===== config.mk =====
export PLATFORM = sky130hd
export DESIGN_NAME = lsu_apb_master
export DESIGN_NICKNAME = d
export VERILOG_FILES = /design/src/rtl/lsu_apb_master.sv
export SDC_FILE = /design/constraint.sdc
export NUM_CORES = 1
export LEC_CHECK = 0
export CORE_MARGIN = 2
export CORE_UTILIZATION = 36
export CTS_CLUSTER_DIAMETER = 120
export DETAILED_ROUTE_END_ITERATION = 8
export GPL_TIMING_DRIVEN = 0
export PLACE_DENSITY = 0.76
export RECOVER_POWER = 100
export SYNTH_ARGS = -nofsm -noshare
export SYNTH_HDL_FRONTEND = slang
export SYNTH_SLANG_ARGS = --single-unit

===== constraint.sdc =====
create_clock -name pclk -period 1.5 [get_ports pclk]
set_input_delay 0.3 -clock pclk [delete_from_list [all_inputs] [get_ports pclk]]
set_output_delay 0.3 -clock pclk [all_outputs]
set_load 0.01 [all_outputs]

===== src/rtl/lsu_apb_master.sv =====
// Load/store unit front end: turns one core load/store request into one APB transfer to an SRAM slave.
// Optional feature: define LSU_TIMEOUT_EN to abort ACCESS after 16 cycles without pready.
module lsu_apb_master #(
    parameter int ADDR_WIDTH = 32,
    parameter int DATA_WIDTH = 32
) (
    input  logic                  pclk,
    input  logic                  prst,
    input  logic                  req_valid,
    output logic                  req_ready,
    input  logic                  req_write,
    input  logic [ADDR_WIDTH-1:0] req_addr,
    input  logic [DATA_WIDTH-1:0] req_wdata,
    input  logic [1:0]            req_size,
    input  logic                  req_unsigned,
    output logic                  resp_valid,
    output logic [DATA_WIDTH-1:0] resp_rdata,
    output logic                  resp_err,
    output logic [ADDR_WIDTH-1:0] paddr,
    output logic [DATA_WIDTH-1:0] pdata,
    output logic                  psel,
    output logic                  penable,
    output logic                  pwrite,
    output logic [3:0]            pstb,
    input  logic [DATA_WIDTH-1:0] prdata,
    input  logic                  pready,
    input  logic                  perr
);

    typedef enum logic [1:0] {
        IDLE   = 2'd0,
        SETUP  = 2'd1,
        ACCESS = 2'd2,
        RESP   = 2'd3
    } state_t;

    state_t                  state_q;
    logic [1:0]              size_q;
    logic                    unsigned_q;
    logic [ADDR_WIDTH-1:0]   paddr_q;
    logic [DATA_WIDTH-1:0]   pdata_q;
    logic                    psel_q;
    logic                    penable_q;
    logic                    pwrite_q;
    logic [3:0]              pstb_q;
    logic                    resp_valid_q;
    logic                    resp_err_q;
    logic [DATA_WIDTH-1:0]   resp_rdata_q;
`ifdef LSU_TIMEOUT_EN
    logic [3:0]              tmo_q;
`endif

    function automatic logic [3:0] size_to_stb(input logic [1:0] sz);
        case (sz)
            2'b00:   return 4'b0001;
            2'b01:   return 4'b0011;
            default: return 4'b1111;
        endcase
    endfunction

    // Slave has already steered the addressed bytes down to the low lanes.
    function automatic logic [DATA_WIDTH-1:0] extend_load(input logic [DATA_WIDTH-1:0] d,
                                                          input logic [1:0] sz,
                                                          input logic uns);
        case (sz)
            2'b00: return uns ? {{(DATA_WIDTH-8){1'b0}}, d[7:0]}
                              : {{(DATA_WIDTH-8){d[7]}}, d[7:0]};
            2'b01: return uns ? {{(DATA_WIDTH-16){1'b0}}, d[15:0]}
                              : {{(DATA_WIDTH-16){d[15]}}, d[15:0]};
            default: return d;
        endcase
    endfunction

    assign req_ready  = (state_q == IDLE) && !prst;
    assign resp_valid = resp_valid_q;
    assign resp_rdata = resp_rdata_q;
    assign resp_err   = resp_err_q;
    assign paddr      = paddr_q;
    assign pdata      = pdata_q;
    assign psel       = psel_q;
    assign penable    = penable_q;
    assign pwrite     = pwrite_q;
    assign pstb       = pstb_q;

    always_ff @(posedge pclk) begin
        if (prst) begin
            state_q      <= IDLE;
            size_q       <= 2'b00;
            unsigned_q   <= 1'b0;
            paddr_q      <= '0;
            pdata_q      <= '0;
            psel_q       <= 1'b0;
            penable_q    <= 1'b0;
            pwrite_q     <= 1'b0;
            pstb_q       <= 4'b0000;
            resp_valid_q <= 1'b0;
            resp_err_q   <= 1'b0;
            resp_rdata_q <= '0;
`ifdef LSU_TIMEOUT_EN
            tmo_q        <= 4'd0;
`endif
        end else begin
            resp_valid_q <= 1'b0;
            resp_err_q   <= 1'b0;
            resp_rdata_q <= '0;
            case (state_q)
                IDLE: begin
                    if (req_valid) begin
                        if (req_size == 2'b11) begin
                            state_q      <= RESP;
                            resp_valid_q <= 1'b1;
                            resp_err_q   <= 1'b1;
                        end else begin
                            state_q    <= SETUP;
                            size_q     <= req_size;
                            unsigned_q <= req_unsigned;
                            paddr_q    <= req_addr;
                            pdata_q    <= req_wdata;
                            pwrite_q   <= req_write;
                            pstb_q     <= size_to_stb(req_size);
                            psel_q     <= 1'b1;
                            penable_q  <= 1'b0;
                        end
                    end
                end
                SETUP: begin
                    state_q   <= ACCESS;
                    penable_q <= 1'b1;
`ifdef LSU_TIMEOUT_EN
                    tmo_q     <= 4'd0;
`endif
                end
                ACCESS: begin
                    if (pready) begin
                        state_q      <= RESP;
                        psel_q       <= 1'b0;
                        penable_q    <= 1'b0;
                        pwrite_q     <= 1'b0;
                        pstb_q       <= 4'b0000;
                        resp_valid_q <= 1'b1;
                        resp_err_q   <= perr;
                        resp_rdata_q <= (perr || pwrite_q) ? '0
                                        : extend_load(prdata, size_q, unsigned_q);
                    end
`ifdef LSU_TIMEOUT_EN
                    else if (tmo_q == 4'd15) begin
                        // 16th ACCESS cycle without pready: give up on the slave.
                        state_q      <= RESP;
                        psel_q       <= 1'b0;
                        penable_q    <= 1'b0;
                        pwrite_q     <= 1'b0;
                        pstb_q       <= 4'b0000;
                        resp_valid_q <= 1'b1;
                        resp_err_q   <= 1'b1;
                    end else begin
                        tmo_q <= tmo_q + 4'd1;
                    end
`endif
                end
                RESP: begin
                    state_q <= IDLE;
                end
                default: begin
                    state_q <= IDLE;
                end
            endcase
        end
    end

endmodule


==> out/metrics.cfg, run 1 <==
[outcome]
run_status = finished with violations
violations = setup timing

[sta]
hold_viol = 0
holdWs_ps = 288
max_freq_ghz = 0.624
period_needed_ps = 1600
tns_ps = -1330
finalCritPeriodShare_pct = 107
tightestPinTransition_ps = 574
setup_viol = 26
rsz0062_at_grt = true
relSlewSlack_pct = 61.7
slew_violations = 0
setup_ws_ps = -101
finalClockSkew_ps = 9.05

[finish]
fin_nets = 819
final_common_cell = dfxtp_1
final_layout_size_suffix_gt1_share_pct = 16.3
area_growth_syn_to_layout_pct = 67.9
fillerInstances = 984
final_cell_mix = dfxtp_1, clkdlybuf4s50_1, dlygate4sd2_1, a21oi_1, nand3_1
diodes = 0
multi_input_area_sq_um = 1920
final-seq-area_sq_um = 2170
postLayoutCoreUtil_pct = 61.8

[clocking]
ctsHoldBuffers = 0
clkTransAtPathRegs_ps = 70
cts_tree = done
cts-root-buf = clkbuf_16
cts_buffer_depth = 2
clock-sinks = 108
worstSkewPairLatency_ps = 340
h-tree-depth = 3
cts_buffers = 9

[min_path]
hold_depth = 3
hp-class = primary input to flip-flop

[routing]
drt-total-wl_um = 13800
drtIter0Drc = 214
dr.pass1.iters = 6
drt-vias-per-instance = 5.07
drc_errors = 0
detail-route-antenna-nets = 0
vias = 4339
avgRoutedWirePerCell_um = 16.2

[die]
chipHeight_um = 112
die_w_um = 112
start_util_pct = 36.8
dieArea_sq_um = 12600
ios = 211
core_sq_um = 11400
fp-row-count = 39

[synthesis]
synthFlopType = dfxtp_1
syn_inst = 470
synth-seq-cells = 108
synthesis.area_sq_um = 4210
async_flop_share_pct = 0
seq_area_frac_synth_pct = 51.4
post_synth_num_cell_types = 34
syn-num-nets = 581
synth_edf_count = 0
ys_warn_count = 0
avgSynthCellArea_sq_um = 8.95

[setup_path]
cp_max_fo = 7
worst_r2r_startpoint = state_q[0]
r2r_end = resp_rdata[31]
rrSetupSlack_ps = -100
cp-start-kind = flip-flop
crit_arrival_ps = 1860
startpoint = state_q[0]
cp-endpoint = resp_rdata[31]
reg2reg_depth = 6
critPathKind = flip-flop to flip-flop
crit_path_end_kind = flip-flop
required_ps = 1760

[placed_design]
io_buffers = 209
post-dp-hpwl_um = 10100
gp_congestion = 0.831
place_ws_ps = -666

[global_route]
grt_overflow = 0
track_usage_pct = 21.0
first_global_vias = 4268
grt_first_pass_wirelength_um = 21600
grt_max_degree = 17
antenna_found_initial = 0

[power]
power_density_nw_per_um2 = 1330
peakVddDrop_mv = 0.612
p_leak_nw = 2.84

[flow_run]
cap_violations = 0

## metal layers
layer	global-route usage [%]	share of wire, %
met4	5.20	1.0
met1	24.7	41
met3	6.48	7.1
met2	37.5	51
met5	0	0
## cell families (layout without fill, tap and decap cells)
logic type / after synthesis / after routing / synth area share, %
flops: 108 / 108 / 51.4
simple gates: 128 / 128 / 15.6
buf+inv: 53 / 295 / 6.51
compound gates: 171 / 171 / 23.8
fa+ha+maj: 6 / 6 / 1.78
mux: 4 / 4 / 0.952
## flip-flops by register name, indices dropped and copies added (netlist names)
| signal | cells |
|---|---|
| resp_rdata | 32 |
| size_q | 2 |
| pstb | 3 |
| pwrite | 1 |
| unsigned_q | 1 |
| penable | 1 |
| state_q | 2 |
| paddr | 32 |
| pdata | 32 |
| resp_err | 1 |
| resp_valid | 1 |
## cells in the mapped netlist, drive strengths merged (2+ instances only)
library cell | number | area, sq um
nor2 | 3 | 11.3
buf | 20 | 150
ha | 6 | 75.1
a2111oi | 3 | 65.1
nand2 | 29 | 109
nand3 | 68 | 340
a211oi | 2 | 15.0
dfxtp | 108 | 2160
and2 | 10 | 65.1
clkbuf | 31 | 116
nor4 | 2 | 12.5
nand2b | 6 | 37.5
a21oi | 95 | 551
mux2i | 4 | 40.0
inv | 2 | 7.51
o21ai | 67 | 335
and2b | 2 | 16.3
a41oi | 2 | 17.5
## power by group
part	switching (mW)	total, mW	internal (mW)
combinational	1.95	3.77	1.82
clock	1.02	2.18	1.16
sequential	0.203	3.46	3.26
total	3.17	9.42	6.24
## metrics by stage
stage	total power, mW	cells	cell area, sq um
final	9.42	855	7060
after global routing	9.94	855	7060
after CTS	9.19	849	6920
after detailed placement	6.75	822	6480
after global placement	6.63	822	6480
after floorplan	5.28	470	4210
## worst max-delay path: stages, from the launching register on
cell     delay (ps)
dfxtp_2         340
inv_4           110
ha_4            170
nand2_4          40
or4_4           540
buf_4           180
a21oi_1         140
## worst min-delay path by stage
stage | from | endpoint | slack [ps]
2_1_floorplan | prdata[0] | resp_rdata[0] | 420
3_3_place_gp | pdata[23] | pdata[23] | 460
3_5_place_dp | penable | penable | 460
4_1_cts | prst | pstb[2] | 280
5_1_grt | prst | penable | 300
6_report | prst | penable | 290
## cell type report
| type | count | share of cell area, % |
|---|---|---|
| timing repair buffer | 229 | 31.0 |
| sequential | 108 | 30.7 |
| multi-input combinational | 309 | 27.1 |
| buffer | 49 | 4.62 |
| clock buffer | 11 | 3.44 |
| tap | 143 | 2.53 |
| clock inverter | 4 | 0.372 |
| inverter | 2 | 0.177 |
## timing repair
item,CTS,global route
setup endpoints to repair,184,124
cloned,1,1
buffers inserted,13,5
pin swaps,4,4
resized for setup,138,73
(Power assumes the default switching activity.)
==> inputs of run 2 (changes only) <==
CTS_CLUSTER_DIAMETER = default   (was 120)
==> results of run 2 <==
The final DEF is identical to that of run 1; final timing and power are the same.
==> inputs of run 3 (changes only) <==
CORE_ASPECT_RATIO = 1.5   (was default)
==> run 3 against run 2 <==
The run still ends with setup timing left; clock power grew 4%; routed wire length rose by 2.3%; final cell count grew 0.58%; first-iteration DRC count up 6.1%; clock skew increased by 0.79 ps; final area increased by 1.5%; register-to-register slack better by 50 ps; critical path type is now flip-flop to primary output; largest cell class unchanged.
==> out/metrics.cfg, run 3 (synthesized netlist as in run 1, its figures left out) <==
[sta]
finalClockSkew_ps = 9.84  ; +0.793 ps
max_freq_ghz = 0.641  ; +2.6%
finalCritPeriodShare_pct = 104  ; -2.7 points
hold_viol = 0  ; unchanged
rsz0062_at_grt = true
slew_violations = 0  ; unchanged
setup_ws_ps = -60.5  ; +40.9 ps
period_needed_ps = 1560  ; -40.9 ps
relSlewSlack_pct = 58.8  ; -2.9 points
tns_ps = -243  ; +1090 ps
setup_viol = 10  ; -62%
tightestPinTransition_ps = 617  ; +42.9 ps

[finish]
diodes = 0  ; unchanged
stdcell_area_sq_um = 7170  ; +1.5%
final_layout_size_suffix_gt1_share_pct = 18.9  ; +2.6 points
postLayoutCoreUtil_pct = 62.5  ; +0.64 points
final_common_cell = dfxtp_1
fin_nets = 816  ; -0.37%
area_growth_syn_to_layout_pct = 70.4
final_cell_mix = dfxtp_1, clkdlybuf4s50_1, dlygate4sd2_1, a21oi_1, nand3_1

[global_route]
first_global_vias = 4230  ; -0.89%
track_usage_pct = 21.2  ; +0.17 points
grt_max_degree = 20  ; +3
antenna_found_initial = 1  ; +1
grt_overflow = 0  ; unchanged
grt_first_pass_wirelength_um = 21100  ; -2.4%

[routing]
detail-route-antenna-nets = 0  ; unchanged
drc_errors = 0  ; unchanged
dr.max_layer_used = met5
drtIter0Drc = 227  ; +6.1%
routedLengthMet1_um = 5280  ; -7.1%
vias = 4395  ; +1.3%
met2WireLength_um = 7530  ; +7.1%
drt-vias-per-instance = 5.11  ; +0.70%
dr.pass1.iters = 4  ; -2
wl_met3_um = 875  ; -11%
avgRoutedWirePerCell_um = 16.5  ; +1.7%
drt-total-wl_um = 14200  ; +2.3%

[min_path]
hold_path_startpoint = prst
hold_depth = 3  ; unchanged
hold_end = pwrite
hp-class = primary input to flip-flop

[flow_run]
cap_violations = 0  ; unchanged

[power]
power.total_mw = 9.81  ; +4.1%
power_density_nw_per_um2 = 1370  ; +2.6%
p_leak_nw = 2.87  ; +1.1%
peakVddDrop_mv = 0.752  ; +23%

[placed_design]
post-dp-hpwl_um = 10200  ; +1.3%
place_ws_ps = -677  ; -10.9 ps
io_buffers = 209  ; unchanged
gp_congestion = 0.777  ; -6.5%
dpl_cell_area_sq_um = 6490  ; +0.14%

[setup_path]
critical_path.cell_chain = inv_4 > ha_4 > nor2b_4 > buf_6
crit_path_top_delay_cell = dfxtp_4
required_ps = 1200  ; -560 ps
worst_r2r_startpoint = state_q[1]
reg2reg_depth = 6  ; unchanged
crit_path_end_kind = primary output
slowest_delay_ps = 410  ; -130 ps
startpoint = state_q[1]
r2r_end = pwrite
critPathKind = flip-flop to primary output
cp_max_fo = 5  ; -2
crit_arrival_ps = 1260  ; -600 ps
rrSetupSlack_ps = -50  ; +50 ps
cp-start-kind = flip-flop

[clocking]
clock-sinks = 108  ; unchanged
cts_tree = done
cts_buffers = 9  ; unchanged
h-tree-depth = 3  ; unchanged
worstSkewPairLatency_ps = 350  ; about the same
cts-root-buf = clkbuf_16
clkTransAtPathRegs_ps = 70  ; about the same
cts_buffer_depth = 2  ; unchanged

[die]
ios = 211  ; unchanged
chipHeight_um = 136  ; +22%
start_util_pct = 36.7  ; -0.17 points
fp-row-count = 48  ; +23%
core_sq_um = 11500  ; +0.46%
dieArea_sq_um = 12600  ; +0.14%
die_w_um = 92.3  ; -18%

[outcome]
violations = setup timing
run_status = finished with violations

## run 3: how the worst max path moves through the flow
| stage | slack [ps] | to | cells after the start |
|---|---|---|---|
| 2_1_floorplan | -2 | pwrite | 5 |
| 3_3_place_gp | -610 | pdata[7] | 6 |
| 3_5_place_dp | -680 | paddr[26] | 6 |
| 4_1_cts | -70 | req_ready | 4 |
| 5_1_grt | -110 | penable | 5 |
| 6_report | -60 | req_ready | 4 |
## run 3: final cells by class
| type | count | area (sq um) |
|---|---|---|
| plain buffers | 49 | 360 |
| clock buffers | 9 | 225 |
| clock inverters | 7 | 58.8 |
| fillers | 1027 | 4300 |
| inverters | 2 | 17.5 |
| multi-input cells | 309 | 1980 |
| flip-flops and latches | 108 | 2170 |
| well taps | 150 | 188 |
| repair buffers | 226 | 2170 |
## run 3: metrics by stage
stage          cells  hold WS (ps)
2_1_floorplan    470           422
3_3_place_gp     829           460
3_5_place_dp     829           467
4_1_cts          848           283
5_1_grt          860           286
6_report         860           293
## run 3: worst max-delay path, delay by kind of cell (launching register included)
| kind | cells | cell delay (ps) |
|---|---|---|
| adder cells (fa/ha/maj) | 1 | 180 |
| AND/OR/NAND/NOR | 1 | 120 |
| buffers and inverters | 2 | 210 |
| flip-flops | 1 | 410 |
## run 3: power by group
part / total [mW] / internal [mW] / switching, mW
clock network: 2.26 / 1.15 / 1.11
registers: 3.51 / 3.27 / 0.240
logic: 4.04 / 2.04 / 2.00
total: 9.81 / 6.46 / 3.35
## run 3: repair_timing
| action | 4_1_cts | 5_1_grt |
|---|---|---|
| gates resized for setup | 145 | 102 |
| hold buffers | 0 | 0 |
| setup endpoints to repair | 186 | 112 |
| pin swaps | 2 | 5 |
| setup buffers | 4 | 10 |
| gates cloned | 0 | 3 |
## run 3: layer usage
metal	GRT usage [%]	vias to the layer above
li1	-	2123
met4	8.37	2
met2	40.1	169
met1	22.1	2068
met5	0	-
met3	5.49	33
